==> config.mk <==
export PLATFORM = sky130hd
export DESIGN_NAME = seg7_scan_ctrl
export DESIGN_NICKNAME = d
export VERILOG_FILES = /design/src/rtl/seg7_pkg.sv /design/src/rtl/hex7_dec.sv /design/src/rtl/seg7_scan_ctrl.sv
export SDC_FILE = /design/constraint.sdc
export NUM_CORES = 1
export LEC_CHECK = 0
export BUFFER_PORTS_ARGS = -buffer_cell sky130_fd_sc_hd__buf_4
export CAP_MARGIN = 15
export CORE_MARGIN = 2
export CORE_UTILIZATION = 51
export DETAILED_ROUTE_END_ITERATION = 10
export PLACE_DENSITY = 0.82
export SLEW_MARGIN = 25
export SYNTH_ARGS = -nofsm -noshare
export SYNTH_HDL_FRONTEND = slang
export SYNTH_SLANG_ARGS = --single-unit
export TNS_END_PERCENT = 50
==> constraint.sdc <==
create_clock -name clk -period 2.9 [get_ports clk]
set_clock_uncertainty 0.15 [all_clocks]
set_input_delay 0.145 -clock clk [delete_from_list [all_inputs] [get_ports clk]]
set_output_delay 0.145 -clock clk [all_outputs]
set_load 0.005 [all_outputs]
==> src/rtl/seg7_pkg.sv <==
`default_nettype none
// ============================================================================
// Module   : seg7_pkg
// Brief    : Shared constants and helpers for the 7-segment scan controller.
// Revision : 1.0 - initial release
// ============================================================================
package seg7_pkg;

  localparam int MAX_DIG = 8;

  // Segments are {g,f,e,d,c,b,a}, active-low.
  localparam logic [6:0] SEG_BLANK = 7'h7F;

  // Entry n holds the pattern for hex digit n (F first, 0 last in the literal).
  localparam logic [15:0][6:0] SEG_TABLE = {
    7'h0E, 7'h06, 7'h21, 7'h46,
    7'h03, 7'h08, 7'h10, 7'h00,
    7'h78, 7'h02, 7'h12, 7'h19,
    7'h30, 7'h24, 7'h79, 7'h40
  };

  // Bit i set when nibble i and every more-significant nibble are zero (i != 0).
  function automatic logic [MAX_DIG-1:0] lz_mask(input logic [4*MAX_DIG-1:0] nibs,
                                                 input int ndig);
    logic all_zero;
    lz_mask  = '0;
    all_zero = 1'b1;
    for (int i = MAX_DIG - 1; i >= 1; i--) begin
      if (i < ndig) begin
        all_zero   = all_zero && (nibs[4*i +: 4] == 4'h0);
        lz_mask[i] = all_zero;
      end
    end
  endfunction

endpackage
`default_nettype wire

==> src/rtl/hex7_dec.sv <==
`default_nettype none
// ============================================================================
// Module   : hex7_dec
// Brief    : Combinational hex nibble to active-low 7-segment pattern lookup.
// Revision : 1.0 - initial release
// ============================================================================
module hex7_dec
  import seg7_pkg::*;
(
  input  logic [3:0] nib,
  output logic [6:0] seg
);

  assign seg = SEG_TABLE[nib];

endmodule
`default_nettype wire

==> src/rtl/seg7_scan_ctrl.sv <==
`default_nettype none
// ============================================================================
// Module   : seg7_scan_ctrl
// Brief    : Time-multiplexed scan driver for NDIG common-anode digits with
//            frame-aligned host updates, blink, LZ blanking and dead time.
// Revision : 1.0 - initial release
// ============================================================================
module seg7_scan_ctrl
  import seg7_pkg::*;
#(
  parameter int NDIG         = 8,
  parameter int DIV          = 50000,
  parameter int DEAD         = 4,
  parameter int BLINK_FRAMES = 32
) (
  input  logic              clk,
  input  logic              rst_n,
  input  logic              upd_req,
  input  logic [4*NDIG-1:0] upd_data,
  input  logic [NDIG-1:0]   upd_en,
  input  logic [NDIG-1:0]   upd_blink,
  input  logic              lzb,
  output logic              upd_ack,
  output logic [6:0]        seg,
  output logic [NDIG-1:0]   an,
  output logic              frame_start
);

  localparam int PW = (DIV > 1) ? $clog2(DIV) : 1;
  localparam int IW = $clog2(NDIG);
  localparam int FW = (BLINK_FRAMES > 1) ? $clog2(BLINK_FRAMES) : 1;

  logic [PW-1:0]      r_pc;
  logic [IW-1:0]      r_idx;
  logic [FW-1:0]      r_fcnt;
  logic               r_phase;
  logic               r_frame_start;
  logic               r_ack;
  logic [4*NDIG-1:0]  r_data;
  logic [NDIG-1:0]    r_en;
  logic [NDIG-1:0]    r_blink;
  logic [6:0]         r_seg;
  logic [NDIG-1:0]    r_an;

  logic               w_tick;
  logic               w_frame_end;
  logic [3:0]         w_nib;
  logic [6:0]         w_seg;
  logic [MAX_DIG-1:0] w_lz_all;
  logic [NDIG-1:0]    w_lz;
  logic               w_unused_lz;
  logic               w_vis;
  logic               w_blank;

  assign w_tick      = (r_pc == PW'(DIV - 1));
  assign w_frame_end = w_tick && (r_idx == IW'(NDIG - 1));

  // Slot timing: prescaler, digit index and frame boundary marker.
  always_ff @(posedge clk or negedge rst_n) begin
    if (!rst_n) begin
      r_pc          <= '0;
      r_idx         <= '0;
      r_frame_start <= 1'b0;
    end else begin
      r_pc          <= w_tick ? '0 : r_pc + PW'(1);
      r_frame_start <= w_frame_end;
      if (w_tick) begin
        r_idx <= (r_idx == IW'(NDIG - 1)) ? '0 : r_idx + IW'(1);
      end
    end
  end

  // Host payload is only ever taken at a frame boundary, so a frame never mixes values.
  always_ff @(posedge clk or negedge rst_n) begin
    if (!rst_n) begin
      r_data  <= '0;
      r_en    <= '0;
      r_blink <= '0;
      r_ack   <= 1'b0;
    end else begin
      r_ack <= w_frame_end && upd_req;
      if (w_frame_end && upd_req) begin
        r_data  <= upd_data;
        r_en    <= upd_en;
        r_blink <= upd_blink;
      end
    end
  end

  always_ff @(posedge clk or negedge rst_n) begin
    if (!rst_n) begin
      r_fcnt  <= '0;
      r_phase <= 1'b0;
    end else if (w_frame_end) begin
      if (r_fcnt == FW'(BLINK_FRAMES - 1)) begin
        r_fcnt  <= '0;
        r_phase <= ~r_phase;
      end else begin
        r_fcnt <= r_fcnt + FW'(1);
      end
    end
  end

  assign w_nib       = r_data[{r_idx, 2'b00} +: 4];
  assign w_lz_all    = lz_mask((4*MAX_DIG)'(r_data), NDIG);
  assign w_lz        = w_lz_all[NDIG-1:0];
  assign w_unused_lz = ^w_lz_all;

  hex7_dec u_dec (
    .nib (w_nib),
    .seg (w_seg)
  );

  assign w_vis   = r_en[r_idx] && !(r_blink[r_idx] && r_phase) && !(lzb && w_lz[r_idx]);
  assign w_blank = (r_pc < PW'(DEAD)) || !w_vis;

  // Registered pin drive; the leading dead clocks of each slot stop ghosting between digits.
  always_ff @(posedge clk or negedge rst_n) begin
    if (!rst_n) begin
      r_seg <= SEG_BLANK;
      r_an  <= '1;
    end else if (w_blank) begin
      r_seg <= SEG_BLANK;
      r_an  <= '1;
    end else begin
      r_seg <= w_seg;
      r_an  <= ~({{(NDIG-1){1'b0}}, 1'b1} << r_idx);
    end
  end

  assign seg         = r_seg;
  assign an          = r_an;
  assign upd_ack     = r_ack;
  assign frame_start = r_frame_start;

endmodule
`default_nettype wire

==> qor.yml <==
outcome: "completed"
holdWs_ns: 0.2306
highest_layer: "met4"
worst_slew_pin_slew_ns: 0.7094
worstPathArrival_ns: 2.68
dieArea_mm2: 0.009306
gp_congestion: 0.8742
placed_cell_area_mm2: 0.004992
final_cells: 565
fillers: 569
reg2reg_from: "r_pc[0]$_DFF_PN0_"
coreArea_mm2: 0.008258
min_period_over_period_pct: 89.14
hold_buffers: 50
cts_sinks: 90
rsz0062_at_grt: "no"
pin_count: 69
drtIter0Drc: 106
grt_max_degree: 81
hp-class: "primary input to async pin"
vias: 3026
critical_path.max_stage_delay_ns: 0.56
report.final.hold_viol_count: 0
async_flop_share_pct: 100.0
synth_common_cells: "75 x dfrtp_1, 32 x mux2_2, 22 x nand3_1"
leakagePower_nw: 2.798
syn-cell-area_mm2: 0.004360
cts-root-buf: "clkbuf_8"
drc: 0
dominantRegCellSynth: "dfrtp_1"
cp_top_family: "simple AND/OR/NAND/NOR gates"
wirelength_met1_um: 4165
cts.repair.resized: 0
tns_ns: 0
grt_pass1_wl_um: 15720
ys_warn_count: 0
path_class: "flip-flop to flip-flop"
area.growth.synth_to_final_pct: 31.25
clk_pin_slew_ns: 0.09
drive_above_1_share_pct: 38.70
avgViaCountPerCell: 5.356
antenna_cells: 0
end_kind: "flip-flop"
synth_top_cell_area_share_pct: 43.04
antenna_found_initial: 0
yosys-top-cells-area: "dfrtp_1 43%, dfstp_2 9.0%, mux2_2 8.3%, mux2_4 6.9%, mux4_2 6.2%"
worst_r2r_path_depth: 7
r2r_end: "r_en[1]$_DFFE_PN0P_"
cts_setup_buffers: 0
drv_slew: 0
chipHeight_um: 96.47
wl_met2_um: 4750
wl_per_cell_um: 16.74
yosysMostFrequentCell: "dfrtp_1"
relSlewSlack_pct: 52.71
cap_violations: 0
critical_path_required_ns: 2.99
cts_tree: "yes"
start_kind: "flip-flop"
cpMaxStageDelayCell: "buf_4"
rrSetupSlack_ns: 0.32
wl_met3_um: 421
wl_um: 9460
yosysTopAreaCell: "dfrtp_1"
ys_types: 40
rows: 33
cts-buffers-inserted: 9
synthesis.nets: 397
initial_core_util_pct: 52.80
crit_fanout: 48
final_area_mm2: 0.005723
synthCells: 330
dpl.cell_count: 499
finalSetupViolations: 0
grt_pass1_vias: 3128
grt_usage_pct: 22.69
firstDrtPassIters: 5
critical_path_buf_inv_count: 1
fp.dieW_um: 96.47
synth_edf_count: 0
cts.path.max_buffers: 2
ys_seq_elements: 90
htree_levels: 3
min_period_ns: 2.585
seq_area_frac_synth_pct: 52.08
layout.nets: 522
overflow: 0
path_cells: "ha_1 > nand3_1 > nor3_1 > and2_1 > nand3_2 > buf_4 > mux2_2"
power_density_mw_per_mm2: 410.6
synth_area_per_cell_um2: 13.21
fmax_ghz: 0.3869
total_power_mw: 2.350
insertion_delay_ns: 0.37
ant_nets: 0
vdd_drop_max_uv: 260.4
dp_hpwl_um: 6340
port-buffer-count: 68
[report_power, final]
part / switching (mW) / internal [mW] / total (mW)
Clock: 0.449 / 0.510 / 0.959
Combinational: 0.0473 / 0.0893 / 0.137
Sequential: 0 / 1.25 / 1.25
[area by class of cell]
| cell class | instances | area (µm²) | area share, % |
|---|---|---|---|
| flip-flops and latches | 90 | 2271 | 39.68 |
| inverters | 7 | 26.28 | 0.4591 |
| clock inverters | 6 | 88.84 | 1.552 |
| repair buffers | 129 | 1097 | 19.17 |
| well taps | 105 | 131.4 | 2.296 |
| clock buffers | 10 | 137.6 | 2.405 |
| multi-input cells | 218 | 1971 | 34.43 |
[stage by stage]
stage	utilization (%)	worst slack (ns)
after CTS	69.26	0.3462
after global routing	69.30	0.1972
after global placement	60.45	0.4161
final	69.30	0.3151
after floorplan	-	0.1434
after detailed placement	60.45	0.3585
[state kept, by name, indices dropped and copies added (netlist names)]
name and flops:
r_idx 3, r_data 32, r_en 8, r_blink 8
r_phase 1, r_fcnt 5, r_pc 16, seg 7
an 8, frame_start 1, upd_ack 1
[metal layers]
metal	vias up	track usage, %
li1	1443	-
met1	1484	29.73
met2	84	38.37
met3	15	4.500
met4	0	7.042
met5	-	0
[worst max path at each step]
stage / from / end / slack [ns] / cells after the start
floorplan: r_idx[1]$_DFFE_PN0N_ / seg[0]$_DFF_PN1_ / 0.14 / 8
global placement: r_idx[0]$_DFFE_PN0N_ / seg[0]$_DFF_PN1_ / 0.42 / 6
detailed placement: r_pc[0]$_DFF_PN0_ / r_data[7]$_DFFE_PN0P_ / 0.36 / 7
CTS: r_pc[0]$_DFF_PN0_ / r_en[1]$_DFFE_PN0P_ / 0.35 / 7
global route: r_idx[0]$_DFFE_PN0N_ / seg[0]$_DFF_PN1_ / 0.20 / 6
finish: r_pc[0]$_DFF_PN0_ / r_en[1]$_DFFE_PN0P_ / 0.32 / 7
[cell families (layout without fill, tap and decap cells)]
family / after synthesis / in the layout / share of synthesized area [%]
buffers and inverters: 22 / 152 / 2.726
and+or+nand+nor: 96 / 96 / 11.71
AOI/OAI and AO/OA: 19 / 19 / 2.784
DFF: 90 / 90 / 52.08
muxes: 72 / 72 / 23.19
xor gates and xnor gates: 16 / 16 / 3.214
adders and majority gates: 15 / 15 / 4.304
[cell usage in the layout, fill, tap and decap left out, types with 2 or more instances in the layout]
cell / n
mux2_2: 32
nand4_1: 9
and3_1: 2
dlygate4sd3_1: 50
nand2b_1: 2
nand3_1: 22
nor2_1: 15
bufinv_16: 2
xor2_1: 10
clkinvlp_4: 2
nand2_1: 19
and2_1: 3
dfrtp_1: 75
buf_4: 78
mux4_2: 12
a21oi_1: 4
dfstp_2: 15
ha_1: 15
clkbuf_8: 10
mux2_4: 20
nor3_1: 7
inv_1: 7
mux2i_1: 8
xnor2_1: 6
o21ai_1: 2
nor4_1: 8
nand3b_1: 2
o21ai_0: 5
o22a_1: 3
No activity file was read; power rests on OpenSTA's default activity.
